==> src/rtl/mem_lsu_pkg.sv <==
// mem_lsu_pkg: shared opcodes, pipeline constants and LSU state encoding
package mem_lsu_pkg;

    localparam int ALU_OP_W = 8;

    localparam logic [ALU_OP_W-1:0] EXE_ADD_OP = 8'b0010_0000;
    localparam logic [ALU_OP_W-1:0] EXE_LB_OP  = 8'b1110_0000;
    localparam logic [ALU_OP_W-1:0] EXE_LBU_OP = 8'b1110_0100;
    localparam logic [ALU_OP_W-1:0] EXE_LH_OP  = 8'b1110_0001;
    localparam logic [ALU_OP_W-1:0] EXE_LHU_OP = 8'b1110_0101;
    localparam logic [ALU_OP_W-1:0] EXE_LW_OP  = 8'b1110_0011;
    localparam logic [ALU_OP_W-1:0] EXE_SB_OP  = 8'b1110_1000;
    localparam logic [ALU_OP_W-1:0] EXE_SH_OP  = 8'b1110_1001;
    localparam logic [ALU_OP_W-1:0] EXE_SW_OP  = 8'b1110_1011;

    localparam logic        STOP         = 1'b1;
    localparam logic        NOSTOP       = 1'b0;
    localparam logic [31:0] ZERO_WORD    = 32'h0000_0000;
    localparam logic [4:0]  NOP_REG_ADDR = 5'b00000;

    typedef enum logic [1:0] {
        LSU_IDLE   = 2'd0,
        LSU_ACCESS = 2'd1,
        LSU_DONE   = 2'd2,
        LSU_ABORT  = 2'd3
    } lsu_state_e;

endpackage

==> src/rtl/mem_lsu_if.sv <==
// mem_lsu_if: req/ack data-bus between the load/store unit and memory
interface mem_lsu_if #(
    parameter int ADDR_W = 32,
    parameter int DATA_W = 32
);
    logic                  req;
    logic                  we;
    logic [DATA_W/8-1:0]   sel;
    logic [ADDR_W-1:0]     addr;
    logic [DATA_W-1:0]     wdata;
    logic [DATA_W-1:0]     rdata;
    logic                  ack;

    modport master (output req, we, sel, addr, wdata, input rdata, ack);
    modport slave  (input req, we, sel, addr, wdata, output rdata, ack);
endinterface

==> src/rtl/mem_lsu_align.sv <==
// mem_lsu_align: big-endian lane select, store replication, load extract/extend, misalign check
module mem_lsu_align
    import mem_lsu_pkg::*;
(
    input  logic [ALU_OP_W-1:0] aluop_i,
    input  logic [1:0]          addr_i,
    input  logic [31:0]         rt_i,
    input  logic [31:0]         rdata_i,
    output logic                is_mem_o,
    output logic                is_load_o,
    output logic                misalign_o,
    output logic [3:0]          sel_o,
    output logic [31:0]         wdata_o,
    output logic [31:0]         ldata_o
);
    logic       byte_op;
    logic       half_op;
    logic       word_op;
    logic       sext;
    logic [7:0] b;
    logic [15:0] h;

    // decode access size and format the bus lanes for both directions
    always_comb begin
        byte_op    = aluop_i inside {EXE_LB_OP, EXE_LBU_OP, EXE_SB_OP};
        half_op    = aluop_i inside {EXE_LH_OP, EXE_LHU_OP, EXE_SH_OP};
        word_op    = aluop_i inside {EXE_LW_OP, EXE_SW_OP};
        sext       = aluop_i inside {EXE_LB_OP, EXE_LH_OP};
        is_load_o  = aluop_i inside {EXE_LB_OP, EXE_LBU_OP, EXE_LH_OP, EXE_LHU_OP, EXE_LW_OP};
        is_mem_o   = byte_op | half_op | word_op;
        misalign_o = (half_op & addr_i[0]) | (word_op & (addr_i != 2'b00));
        sel_o      = byte_op ? (4'b1000 >> addr_i) :
                     half_op ? (addr_i[1] ? 4'b0011 : 4'b1100) :
                     word_op ? 4'b1111 : 4'b0000;
        wdata_o    = byte_op ? {4{rt_i[7:0]}} : half_op ? {2{rt_i[15:0]}} : rt_i;
        b          = addr_i == 2'd0 ? rdata_i[31:24] :
                     addr_i == 2'd1 ? rdata_i[23:16] :
                     addr_i == 2'd2 ? rdata_i[15:8]  : rdata_i[7:0];
        h          = addr_i[1] ? rdata_i[15:0] : rdata_i[31:16];
        ldata_o    = byte_op ? {{24{sext & b[7]}}, b} :
                     half_op ? {{16{sext & h[15]}}, h} : rdata_i;
    end
endmodule

==> src/rtl/mem_lsu.sv <==
// mem_lsu: MEM-stage load/store unit with multi-cycle req/ack data-bus transactions
module mem_lsu
    import mem_lsu_pkg::*;
#(
    parameter int ADDR_W = 32,
    parameter int DATA_W = 32
) (
    input  logic                clk,
    input  logic                rst,
    input  logic [ALU_OP_W-1:0] aluop_i,
    input  logic [4:0]          wd_i,
    input  logic                wreg_i,
    input  logic [DATA_W-1:0]   wdata_i,
    input  logic [DATA_W-1:0]   reg2_i,
    input  logic [5:0]          stall_i,
    input  logic                flush_i,
    output logic [4:0]          wd_o,
    output logic                wreg_o,
    output logic [DATA_W-1:0]   wdata_o,
    output logic                stallreq_o,
    output logic                misalign_o,
    mem_lsu_if.master           bus
);
    lsu_state_e          state_q, state_d;
    logic                req_q, req_d;
    logic                we_q, we_d;
    logic [3:0]          sel_q, sel_d;
    logic [ADDR_W-1:0]   addr_q, addr_d;
    logic [DATA_W-1:0]   bwdata_q, bwdata_d;
    logic [DATA_W-1:0]   result_q, result_d;

    logic                is_mem;
    logic                is_load;
    logic                misalign;
    logic [3:0]          sel;
    logic [DATA_W-1:0]   st_data;
    logic [DATA_W-1:0]   ld_data;
    logic                unused_stall;

    assign unused_stall = ^{stall_i[5:4], stall_i[2:0]};

    mem_lsu_align u_align (
        .aluop_i    (aluop_i),
        .addr_i     (wdata_i[1:0]),
        .rt_i       (reg2_i),
        .rdata_i    (bus.rdata),
        .is_mem_o   (is_mem),
        .is_load_o  (is_load),
        .misalign_o (misalign),
        .sel_o      (sel),
        .wdata_o    (st_data),
        .ldata_o    (ld_data)
    );

    assign bus.req   = req_q;
    assign bus.we    = we_q;
    assign bus.sel   = sel_q;
    assign bus.addr  = addr_q;
    assign bus.wdata = bwdata_q;

    // next state, bus register loads and MEM/WB outputs; EX/MEM inputs stay stable while we stall
    always_comb begin
        state_d    = state_q;
        req_d      = req_q;
        we_d       = we_q;
        sel_d      = sel_q;
        addr_d     = addr_q;
        bwdata_d   = bwdata_q;
        result_d   = result_q;
        wd_o       = wd_i;
        wreg_o     = 1'b0;
        wdata_o    = wdata_i;
        stallreq_o = 1'b0;
        misalign_o = 1'b0;
        case (state_q)
            LSU_IDLE: begin
                if (!flush_i && !is_mem) begin
                    wreg_o = wreg_i;
                end else if (!flush_i && misalign) begin
                    misalign_o = 1'b1;
                end else if (!flush_i) begin
                    stallreq_o = 1'b1;
                    state_d    = LSU_ACCESS;
                    req_d      = 1'b1;
                    we_d       = !is_load;
                    sel_d      = sel;
                    addr_d     = {wdata_i[ADDR_W-1:2], 2'b00};
                    bwdata_d   = st_data;
                end
            end
            LSU_ACCESS: begin
                stallreq_o = 1'b1;
                if (bus.ack) begin
                    {req_d, we_d, sel_d, addr_d, bwdata_d} = '0;
                    result_d = flush_i ? result_q : ld_data;
                    state_d  = flush_i ? LSU_IDLE : LSU_DONE;
                end else if (flush_i) begin
                    state_d = LSU_ABORT;
                end
            end
            LSU_DONE: begin
                wreg_o  = wreg_i & !flush_i;
                wdata_o = is_load ? result_q : wdata_i;
                if (stall_i[3] == NOSTOP || flush_i) state_d = LSU_IDLE;
            end
            LSU_ABORT: begin
                stallreq_o = 1'b1;
                if (bus.ack) begin
                    {req_d, we_d, sel_d, addr_d, bwdata_d} = '0;
                    state_d = LSU_IDLE;
                end
            end
            default: state_d = LSU_IDLE;
        endcase
        if (!rst) begin
            wd_o       = NOP_REG_ADDR;
            wreg_o     = 1'b0;
            wdata_o    = '0;
            stallreq_o = 1'b0;
            misalign_o = 1'b0;
        end
    end

    // state, bus and result registers with synchronous active-low reset
    always_ff @(posedge clk) begin
        if (!rst) begin
            state_q  <= LSU_IDLE;
            req_q    <= 1'b0;
            we_q     <= 1'b0;
            sel_q    <= '0;
            addr_q   <= '0;
            bwdata_q <= '0;
            result_q <= ZERO_WORD;
        end else begin
            state_q  <= state_d;
            req_q    <= req_d;
            we_q     <= we_d;
            sel_q    <= sel_d;
            addr_q   <= addr_d;
            bwdata_q <= bwdata_d;
            result_q <= result_d;
        end
    end
endmodule

==> src/flat_wrapper.sv <==
// flat-port wrapper written by rule: the top's interface ports become plain ports
module mem_lsu_flat import mem_lsu_pkg::*;
#(
    parameter int ADDR_W = 32,
    parameter int DATA_W = 32
)
  (clk, rst, aluop_i, wd_i, wreg_i, wdata_i, reg2_i, stall_i, flush_i, wd_o, wreg_o, wdata_o, stallreq_o, misalign_o, bus_req, bus_we, bus_sel, bus_addr, bus_wdata, bus_rdata, bus_ack);
  mem_lsu_if #(.ADDR_W(ADDR_W), .DATA_W(DATA_W)) bus_i ();
  input  logic clk;
  input  logic rst;
  input  logic [ALU_OP_W-1:0] aluop_i;
  input  logic [4:0] wd_i;
  input  logic wreg_i;
  input  logic [DATA_W-1:0] wdata_i;
  input  logic [DATA_W-1:0] reg2_i;
  input  logic [5:0] stall_i;
  input  logic flush_i;
  output logic [4:0] wd_o;
  output logic wreg_o;
  output logic [DATA_W-1:0] wdata_o;
  output logic stallreq_o;
  output logic misalign_o;
  output wire logic [$bits(bus_i.req)-1:0] bus_req;
  output wire logic [$bits(bus_i.we)-1:0] bus_we;
  output wire logic [$bits(bus_i.sel)-1:0] bus_sel;
  output wire logic [$bits(bus_i.addr)-1:0] bus_addr;
  output wire logic [$bits(bus_i.wdata)-1:0] bus_wdata;
  input wire logic [$bits(bus_i.rdata)-1:0] bus_rdata;
  input wire logic [$bits(bus_i.ack)-1:0] bus_ack;
  assign bus_req = bus_i.req;
  assign bus_we = bus_i.we;
  assign bus_sel = bus_i.sel;
  assign bus_addr = bus_i.addr;
  assign bus_wdata = bus_i.wdata;
  assign bus_i.rdata = bus_rdata;
  assign bus_i.ack = bus_ack;
  mem_lsu #(.ADDR_W(ADDR_W), .DATA_W(DATA_W)) u_core (.clk(clk), .rst(rst), .aluop_i(aluop_i), .wd_i(wd_i), .wreg_i(wreg_i), .wdata_i(wdata_i), .reg2_i(reg2_i), .stall_i(stall_i), .flush_i(flush_i), .wd_o(wd_o), .wreg_o(wreg_o), .wdata_o(wdata_o), .stallreq_o(stallreq_o), .misalign_o(misalign_o), .bus(bus_i));
endmodule
==> config.mk <==
export PLATFORM = sky130hd
export DESIGN_NAME = mem_lsu_flat
export DESIGN_NICKNAME = d
export VERILOG_FILES = /design/src/rtl/mem_lsu_pkg.sv /design/src/rtl/mem_lsu_if.sv /design/src/rtl/mem_lsu_align.sv /design/src/rtl/mem_lsu.sv /design/src/flat_wrapper.sv
export SDC_FILE = /design/constraint.sdc
export NUM_CORES = 1
export LEC_CHECK = 0
export BUFFER_PORTS_ARGS = -buffer_cell sky130_fd_sc_hd__buf_4
export CAP_MARGIN = 25
export CORE_MARGIN = 2
export CORE_UTILIZATION = 36
export DETAILED_ROUTE_END_ITERATION = 12
export GPL_TIMING_DRIVEN = 0
export PLACE_DENSITY = 0.62
export RECOVER_POWER = 50
export SYNTH_ARGS = -nofsm -noshare
export SYNTH_HDL_FRONTEND = slang
export SYNTH_SLANG_ARGS = --single-unit
export TNS_END_PERCENT = 5
==> constraint.sdc <==
create_clock -name clk -period 2.2 [get_ports clk]
set_input_delay 0.11 -clock clk [delete_from_list [all_inputs] [get_ports clk]]
set_output_delay 0.11 -clock clk [all_outputs]
set_load 0.005 [all_outputs]
---- Yosys cells after proc, flatten, opt, wreduce, memory -nomap -nowiden ----
Index checks and enable logic that the tools add are counted.
storage, ports and cells
  register bits ........................... 104
  input port bits ......................... 120
  output and inout bits ................... 110
  word-level logic and storage cells ...... 117
cells by class
  equality and inequality tests ........... 20
  shifts and indexed selects .............. 1
  multiplexer cells ....................... 60
  bitwise gates (word level) .............. 10
  reductions and logical operators ........ 19
operator list
  cell                   count
  $mux W32               14
  $pmux W32 S2           2
  $eq A8 B8 Y1 const B   8
  $mux W4                8
  $mux W8                3
  $mux W1                17
  $mux W16               1
  $mux W2                8
  $ne A2 B2 Y1 const B   4
  $pmux W1 S2            4
  $pmux W2 S4            1
  $pmux W4 S2            1
  $reduce_bool A2 Y1     4
  $eq A2 B2 Y1 const B   3
  $reduce_and A6 Y1      1
  $reduce_bool A3 Y1     2
  $and A1 B1 Y1          5
  $mux W5                1
  $reduce_and A5 Y1      1
  $reduce_bool A5 Y1     1
  $eq A2 B1 Y1 const B   2
  $logic_not A2 Y1       2
  $ne A2 B1 Y1 const B   2
  $shr A4 B2 Y4 const A  1
  other kinds (8)        14

---- Logic depth before layout (Yosys ltp) ----
Gate-level depths: netlist of run 1.
  depth after elaboration ................. 9
  gate-level depth with buffers ........... 7
  mapped depth without buffers ............ 4

---- Cells and area by module ----
A second synthesis of run 1 with hierarchy kept.
unflattened totals
  cells, all modules ...................... 775
  area, all modules ....................... 6,105.9 µm²
modules (own cells, without submodules)
  module         instances  cells each  area each (µm²)  seq. area each (µm²)
  mem_lsu        1          570         4,629.4          2,042.0
  mem_lsu_align  1          205         1,476.4          0.0

---- Least setup slack after synthesis of run 1 ----
Ideal clock, no wire load.
  kind .................................... register to register
  start ................................... reg u_core.state_q[0]
  end ..................................... reg u_core.sel_q[3] (netlist: u_core.bus.sel[3])
  setup time .............................. 0.073 ns
  arrival ................................. 1.522 ns
  required time ........................... 2.127 ns
  slack ................................... 0.605 ns
  cell stages (with the launch flop) ...... 6
  buffers on the path ..................... 1
  period minus slack after synthesis ...... 1.595 ns
  cell sequence ........................... dfxtp_1 or3b_4 a2111oi_4 o21ai_2 buf_6 o22ai_2
on the way
  word-level cells in the longest chain between the ends .. 4
  elaborated cells on any way between the ends .. 11
  those cells by class .................... eq/ne (6); mux (1); reduce/logical (4)
RTL lines
  element                                                       line            RTL
  start: declaration                                            mem_lsu.sv:24   lsu_state_e state_q, state_d;
  start signal: assignment                                      mem_lsu.sv:135  state_q <= state_d;
  $eq A2 B1 Y1 or $eq A2 B2 Y1 (tied branches)                  mem_lsu.sv:75   case (state_q)
  $reduce_or A2 Y1 (no line)                                    -
  $ne A2 B1 Y1 (no line) or $reduce_bool A2 Y1 (tied branches)  -
  $reduce_and A5 Y1 (no line)                                   -
  end signal: assignment                                        mem_lsu.sv:138  sel_q <= sel_d;
  end: declaration                                              mem_lsu.sv:27   logic [3:0] sel_q, sel_d;
Parallel ways exist; a longest one is shown, timed or not.
A chain may end at the register's enable or synchronous reset.

---- Worst setup path after layout of run 1 ----
  start ................................... reg u_core.state_q[1]
  end ..................................... out wdata_o[17]
on the way
  word-level cells in the longest chain between the ends .. 3
RTL lines
  element           line                RTL
  $eq A2 B2 Y1      mem_lsu.sv:75
  $mux W32          mem_lsu.sv:75
  $mux W32          mem_lsu.sv:115      if (!rst) begin
  end: declaration  flat_wrapper.sv:20  output logic [DATA_W-1:0] wdata_o;
No other way between the ends.

==> flow_summary.json, run 1 <==
{
  "outcome": "finished, final reports clean",
  "num_vias": 5889,
  "initial_core_util_pct": 36.83,
  "wl_per_cell_um": 18.44,
  "ys_types": 50,
  "synth_top_cell_area_share_pct": 36.47,
  "core_mm2": 0.01520,
  "clock_skew_ns": 0.005286,
  "min_period_ns": 2.193,
  "insertion_delay_ns": 0.36,
  "antenna_found_initial": 0,
  "cp.arrival_ns": 2.08,
  "vias_per_cell": 5.277,
  "synth_cells": 689,
  "drt-total-wl_um": 20580,
  "grt_util_met3_pct": 3.202,
  "final_core_util_pct": 51.57,
  "synth_warnings": 0,
  "avgSynthCellArea_um2": 8.126,
  "synth-seq-cells": 102,
  "grt_pass1_wl_um": 30690,
  "ys_seq_area_share_pct": 36.47,
  "final_layout_size_suffix_gt1_share_pct": 32.65,
  "num_rows": 45,
  "critical_path.max_fanout": 10,
  "startpoint_type": "flip-flop",
  "place_ws_ns": 0.1158,
  "synth_flop_cell": "dfxtp_1",
  "overflow": 0,
  "synth-edff-count": 0,
  "grt_usage_pct": 24.22,
  "drv_slew": 0,
  "grt_max_degree": 17,
  "rsz0062_at_grt": "true",
  "power_density_mw_per_mm2": 565.7,
  "ant_nets": 0,
  "fmax_mhz": 456.1,
  "drt_first_pass_iters": 5,
  "critPathSlowestCell": "dfxtp_1",
  "dp_hpwl_um": 15800,
  "required_ns": 2.09,
  "drt-initial-drc-count": 436,
  "netlist_area_mm2": 0.005599,
  "p_switching_uw": 1093,
  "cp-end-kind": "output pin",
  "pwr-share-seq_pct": 42.0,
  "postCtsSetupRepairBufs": 0,
  "clockBufferDepth": 2,
  "grt_pass1_vias": 5392,
  "grt-busiest-layer": "met2",
  "swShare_pct": 24.63,
  "netlist_top_cells_area": "dfxtp_1 36%, nand2_1 14%, mux2i_1 11%",
  "tightest_slew_ns": 0.6891,
  "numCtsBuffers": 9,
  "power.internal_uw": 3343,
  "clk_pin_slew_ns": 0.07,
  "setup_viol": 0,
  "area_growth_pct": 40.02,
  "p_leak_uw": 0.003675,
  "grtUsageMet2_pct": 37.69,
  "holdCritPathClass": "input port to flip-flop",
  "final_net_count": 1043,
  "drv_cap": 0,
  "hold_viol": 0,
  "dieWidth_um": 128.7,
  "cts.sinks": 102,
  "period_share_pct": 99.67,
  "p_comb_share_pct": 14.4,
  "final_common_cell": "nand2_1",
  "criticalPathCategory": "flip-flop to output pin",
  "path_cells": "nor2b_2 -> o2111ai_2 -> clkbuf_1 -> nand2_1 -> a21oi_1 -> buf_4",
  "port-buffer-count": 219,
  "cpPeakStageDelay_ns": 0.45,
  "drc": 0,
  "layout_common_cells": "209 x nand2_1, 160 x buf_4, 102 x dfxtp_1",
  "io_pins": 230,
  "p_clk_share_pct": 43.6,
  "ir_worst_vdd_v": 0.0003720,
  "cts-root-buf": "clkbuf_16",
  "cts_tree": "done",
  "fp.dieH_um": 128.7,
  "async_flop_share_pct": 0,
  "yosys.area.top_type": "dfxtp_1",
  "htree_levels": 3,
  "worst_slack_ns": 0.007310,
  "met1_usage_pct": 34.56,
  "die_area_mm2": 0.01657,
  "diodes": 0,
  "place_congestion": 0.9071,
  "relSlewSlack_pct": 53.71
}
## critical path: cells and delay by family (launching register included)
kind                   cells  cell delay, ns
buffers and inverters      2            0.48
DFF                        1            0.45
AOI/OAI and AO/OA          2            0.42
and+or+nand+nor            2            0.37
## registers in the layout, indices dropped and copies added, names as in the netlist
| register | count |
|---|---|
| u_core.bus.wdata | 32 |
| u_core.bus.req | 1 |
| u_core.bus.we | 1 |
| u_core.result_q | 32 |
| u_core.state_q | 2 |
| u_core.bus.sel | 4 |
| u_core.bus.addr | 30 |
## cell usage after synthesis, types with 4 or more instances
cell type / n
inv_1: 12
clkbuf_1: 32
o41ai_1: 7
nand2b_1: 4
nor3b_1: 4
a21oi_2: 11
buf_4: 9
a31oi_1: 9
o21ai_0: 37
dfxtp_1: 102
o22ai_1: 6
buf_2: 13
nor2_1: 5
mux4_2: 8
o22ai_2: 20
nor3_1: 10
nand3_1: 13
buf_1: 4
and2_1: 5
a21oi_1: 60
buf_6: 4
nand2_1: 209
a221oi_1: 8
mux2i_1: 64
o211ai_1: 4
## power by group through the flow
stage / combinational, µW / sequential [µW] / clock (µW)
6_report: 639 / 1860 / 1930
5_1_grt: 689 / 1860 / 2060
3_5_place_dp: 631 / 1910 / 0
2_1_floorplan: 281 / 1900 / 0
4_1_cts: 638 / 1860 / 1970
3_3_place_gp: 629 / 1910 / 0
## cell families after synthesis
kind of cell / after synthesis / share of synthesized area, %
and+or+nand+nor: 258 / 19.51
AOI/OAI and AO/OA: 180 / 22.77
DFF: 102 / 36.47
buffers and inverters: 76 / 6.525
muxes: 72 / 14.66
other: 1 / 0.06697
## through the flow
step	hold WS (ns)	cells	total power, µW	cell area [µm²]	setup TNS (ns)
floorplan	0.2441	690	2186	5603	0
global placement	0.3730	1097	2534	7482	0
detailed placement	0.3771	1097	2536	7482	0
CTS	0.001254	1116	4466	7876	0
global route	0.007566	1116	4609	7840	-0.7023
finish	0.005989	1116	4435	7840	0
## timing repair
action,in CTS,in global routing
hold buffers,3,0
gates resized for setup,2,4
endpoints found under the hold margin,3,0
setup endpoints to repair,30,34
pin swaps,0,1
## cell type report
class                      instances  area, µm²
buffer                            62      316.6
sequential                       102       2042
inverter                          14      52.55
multi-input combinational        512       3212
clock inverter                     5      103.9
clock buffer                      11      252.7
timing repair buffer             222       1625
fill                            1542       7362
tap                              188      235.2
## path summary, 6_finish.rpt
check	start	to	slack (ns)	depth (start not counted)
max	u_core.state_q[1]$_SDFFE_PN0P_	wdata_o[17]	0.007	6
min	wdata_i[6]	u_core.bus.addr[6]$_SDFFE_PN0P_	0.006	3
max reg2reg	u_core.state_q[0]$_SDFFE_PN0P_	u_core.result_q[0]$_SDFFE_PN0P_	0.18	5
min reg2reg	u_core.bus.addr[30]$_SDFFE_PN0P_	u_core.bus.addr[30]$_SDFFE_PN0P_	0.46	2
## routing by layer
metal | routed length [µm] | vias to the layer above
li1 | - | 2890
met1 | 9302 | 2718
met2 | 9573 | 252
met3 | 1290 | 29
met4 | 410 | 0
met5 | 0 | -
(Power assumes the default switching activity.)
==> run 2: changes to the inputs <==
==> constraint.sdc (replaced) <==
create_clock -name clk -period 2.45 [get_ports clk]
set_input_delay 0.1225 -clock clk [delete_from_list [all_inputs] [get_ports clk]]
set_output_delay 0.1225 -clock clk [all_outputs]
set_load 0.005 [all_outputs]
==> flow_summary.json, run 2 (synthesized netlist as in run 1, its figures left out) <==
{
  "outcome": "finished, final reports clean",
  "hold_viol": 0,
  "ff2ff_path_depth": 6,
  "multi_input_area_mm2": 0.003166,
  "htree_levels": 3,
  "cts-root-buf": "clkbuf_16",
  "drc": 0,
  "cp.arrival_ns": 2.21,
  "num_vias": 5850,
  "grt_max_degree": 17,
  "overflow": 0,
  "antenna_found_initial": 0,
  "final_common_cell": "nand2_1",
  "criticalPathCategory": "flip-flop to output pin",
  "wl_per_cell_um": 18.43,
  "tightest_slew_ns": 0.9057,
  "final_layout_size_suffix_gt1_share_pct": 31.57,
  "place_congestion": 0.9071,
  "fillers": 1550,
  "fin_setup_tns_ns": 0,
  "numCtsBuffers": 9,
  "insertion_delay_ns": 0.36,
  "ir_worst_vdd_v": 0.0003403,
  "cts_tree": "done",
  "min_period_ns": 2.331,
  "clock_skew_ns": 0.007466,
  "initial_core_util_pct": 36.83,
  "drt-total-wl_um": 20510,
  "worst_hold_slack_ns": 0.01844,
  "layout_common_cells": "209 x nand2_1, 154 x buf_4, 102 x dfxtp_1",
  "power_density_mw_per_mm2": 513.5,
  "ctsHoldBuffers": 0,
  "fp.dieH_um": 128.7,
  "setup_viol": 0,
  "postPlaceCellArea_mm2": 0.007482,
  "rsz0062_at_grt": "false",
  "fmax_mhz": 428.9,
  "io_pins": 230,
  "r2r_start": "u_core.state_q[1]$_SDFFE_PN0P_",
  "drt-initial-drc-count": 367,
  "drv_cap": 0,
  "critical_path.max_fanout": 10,
  "drt_first_pass_iters": 5,
  "relSlewSlack_pct": 39.56,
  "holdCritPathClass": "input port to flip-flop",
  "dieWidth_um": 128.7,
  "hold_depth": 3,
  "port-buffer-count": 219,
  "ant_nets": 0,
  "startpoint": "u_core.state_q[0]$_SDFFE_PN0P_",
  "grt_pass1_vias": 5390,
  "grt_usage_pct": 24.24,
  "ff_latch_area_mm2": 0.002042,
  "diodes": 0,
  "core_mm2": 0.01520,
  "cp-end-kind": "output pin",
  "area_growth_pct": 38.35,
  "required_ns": 2.33,
  "p_leak_uw": 0.003641,
  "period_share_pct": 95.16,
  "drv_slew": 0,
  "vias_per_cell": 5.256,
  "clk_pin_slew_ns": 0.07,
  "final_net_count": 1040,
  "startpoint_type": "flip-flop",
  "dp_hpwl_um": 15800,
  "grt_pass1_wl_um": 30700,
  "num_rows": 45,
  "clockBufferDepth": 2,
  "die_area_mm2": 0.01657,
  "stdcell_area_mm2": 0.007746,
  "cts.sinks": 102,
  "min_from": "wdata_i[22]"
}
-- run 2: cell count changes in the layout (fill, tap and decap cells not counted), moves of 2 or more --
cell and delta:
o22ai_2 -4, buf_4 -6, clkbuf_2 +3, dlygate4sd3_1 -3, o22ai_1 +4, clkbuf_1 +2
-- run 2: worst max-delay path, stage by stage, from the launching register on --
cell and delay, ns:
dfxtp_1 0.49, nor2b_1 0.10, o2111ai_1 0.43, clkbuf_1 0.41, nand2_1 0.10, a21oi_1 0.17
buf_4 0.13
-- run 2: per-layer routing --
layer	GRT usage [%]	vias up	part of all wire (%)
li1	-	2887	-
met1	34.51	2692	45
met2	37.66	241	46
met3	3.202	30	6.3
met4	8.760	0	2.2
met5	0	-	0
-- run 2: path summary, 6_finish.rpt --
kind / endpoint / slack [ns]
setup reg to reg: u_core.bus.wdata[12]$_SDFFE_PN0P_ / 0.21
hold / removal: u_core.bus.addr[22]$_SDFFE_PN0P_ / 0.02
setup / recovery: wdata_o[17] / 0.12
hold reg to reg: u_core.bus.addr[26]$_SDFFE_PN0P_ / 0.46
-- run 2: final cells by class --
| type | count | area share [%] |
|---|---|---|
| Multi-Input combinational cell | 512 | 40.87 |
| Sequential cell | 102 | 26.36 |
| Buffer | 62 | 3.909 |
| Timing Repair Buffer | 219 | 20.55 |
| Inverter | 14 | 0.6784 |
| Clock buffer | 11 | 3.263 |
| Tap cell | 188 | 3.037 |
| Clock inverter | 5 | 1.341 |
-- run 2: through the flow --
step / cells / utilization [%] / total power [µW] / setup slack [ns]
2_1_floorplan: 690 / - / 1963 / 0.8551
3_3_place_gp: 1097 / 49.22 / 2276 / 0.3649
3_5_place_dp: 1097 / 49.22 / 2277 / 0.3408
4_1_cts: 1113 / 51.56 / 4006 / 0.1146
5_1_grt: 1113 / 50.95 / 4130 / 0.02767
6_report: 1113 / 50.95 / 3978 / 0.1186
-- run 2: report_power, final --
| group | leakage [µW] | switching [µW] | internal [µW] | total (µW) |
|---|---|---|---|---|
| combinational | 0.00264 | 293 | 273 | 566 |
| clock | 0.000176 | 683 | 1060 | 1740 |
| sequential | 0.000822 | 5.57 | 1670 | 1670 |
| total | 0.00364 | 981 | 3000 | 3980 |
-- run 2: what timing repair did --
action | 4_1_cts | 5_1_grt
setup endpoints to repair | 0 | 7
gates resized for setup | 0 | 2
endpoints found under the hold margin | 0 | 0
buffers inserted | 0 | 0
==> run 3: changes to the inputs <==
--- a/config.mk
+++ b/config.mk
@@ -7,12 +7,13 @@
 export LEC_CHECK = 0
 export BUFFER_PORTS_ARGS = -buffer_cell sky130_fd_sc_hd__buf_4
 export CAP_MARGIN = 25
-export CORE_MARGIN = 2
+export CORE_MARGIN = 8
 export CORE_UTILIZATION = 36
 export DETAILED_ROUTE_END_ITERATION = 12
 export GPL_TIMING_DRIVEN = 0
 export PLACE_DENSITY = 0.62
 export RECOVER_POWER = 50
+export SETUP_SLACK_MARGIN = 0.15
 export SYNTH_ARGS = -nofsm -noshare
 export SYNTH_HDL_FRONTEND = slang
 export SYNTH_SLANG_ARGS = --single-unit
==> flow_summary.json, run 3 (synthesized netlist as in run 1, its figures left out) <==
{
  "initial_core_util_pct": 36.83,
  "clockBufferDepth": 2,
  "p_switching_uw": 956.8,
  "drc": 0,
  "dieWidth_um": 140.7,
  "p_leak_uw": 0.003571,
  "tightest_slew_ns": 1.081,
  "num_vias": 5890,
  "drv_cap": 0,
  "highest_layer": "met4",
  "final_layout_size_suffix_gt1_share_pct": 30.27,
  "final_core_util_pct": 50.39,
  "p_clk_share_pct": 39.8,
  "antenna_found_initial": 0,
  "holdCritPathClass": "input port to flip-flop",
  "cts_tree": "done",
  "setup_viol": 0,
  "final_net_count": 1040,
  "htree_levels": 3,
  "dp_hpwl_um": 17250,
  "min_period_ns": 2.177,
  "cts-root-buf": "clkbuf_16",
  "fmax_mhz": 459.4,
  "wl_per_cell_um": 19.75,
  "place_congestion": 0.8873,
  "swShare_pct": 25.73,
  "numCtsBuffers": 9,
  "port-buffer-count": 219,
  "r2r_start": "u_core.state_q[0]$_SDFFE_PN0P_",
  "clk_pin_slew_ns": 0.07,
  "grt_max_degree": 16,
  "clock_skew_ns": 0.005050,
  "startpoint": "u_core.state_q[0]$_SDFFE_PN0P_",
  "criticalPathCategory": "flip-flop to flip-flop",
  "fillers": 1592,
  "final_common_cell": "nand2_1",
  "drv_slew": 0,
  "outcome": "finished, final reports clean",
  "area_growth_pct": 36.80,
  "cp-end-kind": "flip-flop",
  "layout_common_cells": "209 x nand2_1, 154 x buf_4, 102 x dfxtp_1",
  "critical_path.max_fanout": 10,
  "drt-total-wl_um": 21980,
  "insertion_delay_ns": 0.35,
  "cp.arrival_ns": 2.45,
  "hold_viol": 0,
  "core_mm2": 0.01520,
  "period_share_pct": 88.84,
  "grt_pass1_vias": 5742,
  "grt_usage_pct": 21.44,
  "diodes": 0,
  "multi_input_area_mm2": 0.003184,
  "worst_hold_slack_ns": 0.02713,
  "min_from": "wdata_i[5]",
  "power_density_mw_per_mm2": 485.5,
  "critPathSlowestCell": "or3b_1",
  "required_ns": 2.73,
  "p_comb_share_pct": 15.3,
  "ff_latch_area_mm2": 0.002042,
  "ff2ff_path_depth": 5,
  "fp.dieH_um": 140.7,
  "pwr-share-seq_pct": 45.0,
  "cts.sinks": 102,
  "num_rows": 45,
  "drt_first_pass_iters": 5,
  "grt_pass1_wl_um": 33160,
  "rsz0062_at_grt": "false",
  "hold_depth": 3,
  "relSlewSlack_pct": 27.18,
  "power.internal_uw": 2762,
  "cpPeakStageDelay_ns": 0.47,
  "ant_nets": 0,
  "path_cells": "or3b_1 -> a2111oi_4 -> o21ai_0 -> buf_6 -> o22ai_1",
  "io_pins": 230,
  "ir_worst_vdd_v": 0.0003256,
  "route.met2.wl_um": 10370,
  "wl_met3_um": 1318,
  "overflow": 0,
  "fin_setup_tns_ns": 0,
  "die_area_mm2": 0.01980,
  "vias_per_cell": 5.292,
  "wl_met1_um": 9719,
  "startpoint_type": "flip-flop",
  "drt-initial-drc-count": 322
}
==> run 3: changes by cell type in the layout (fill, tap and decap cells not counted), moves of 2 or more <==
cell       previous run  this run
and2_0                4         2
bufinv_16             3         1
o22ai_2              16        18
clkbuf_4             56        45
clkbuf_1             44        60
o22ai_1              10         8
and2_1                1         3
==> run 3: critical path, delay by kind of cell (launching register included) <==
family,cells,cell delay (ns)
AO/OA/AOI/OAI,3,0.93
AND/OR/NAND/NOR,1,0.47
flip-flops,1,0.38
buffers and inverters,1,0.32
==> run 3: per-layer routing <==
metal  vias up  global-route usage [%]
li1       2882                       -
met1      2773                   27.45
met2       207                   34.95
met3        28                   3.714
met4         0                   8.937
met5         -                       0
==> run 3: cell type report <==
cell class                      count  area share [%]
Inverter                           14          0.6860
Clock inverter                      3          0.5717
Tap cell                          188           3.071
Timing Repair Buffer              219           20.19
Buffer                             62           3.986
Sequential cell                   102           26.66
Multi-Input combinational cell    512           41.57
Clock buffer                       13           3.267
==> run 3: path summary, 6_finish.rpt <==
check / end / slack, ns
worst min-delay path: u_core.bus.addr[5]$_SDFFE_PN0P_ / 0.03
worst min register to register: u_core.bus.addr[3]$_SDFFE_PN0P_ / 0.46
worst max register to register: u_core.bus.wdata[17]$_SDFFE_PN0P_ / 0.27
worst max-delay path: u_core.bus.wdata[17]$_SDFFE_PN0P_ / 0.27
==> run 3: power by group through the flow <==
stage	combinational (µW)	sequential [µW]	clock, µW
after floorplan	253	1710	0
after global placement	566	1710	0
after detailed placement	567	1710	0
after CTS	569	1670	1510
after global routing	610	1670	1560
final	567	1670	1480
==> run 3: through the flow <==
step | cells | worst slack (ns) | cell area (µm²) | power (µW)
floorplan | 690 | 0.8551 | 5603 | 1963
detailed placement | 1097 | 0.3685 | 7482 | 2278
global route | 1113 | 0.1117 | 7660 | 3845
finish | 1113 | 0.2734 | 7660 | 3719
CTS | 1113 | 0.1799 | 7777 | 3747
global placement | 1097 | 0.3733 | 7482 | 2276
==> run 3: repair_timing <==
action,in CTS,in global routing
setup endpoints to repair,1,30
hold buffers,0,0
hold endpoints to repair,0,0
buffers inserted,0,0
resized for setup,1,6
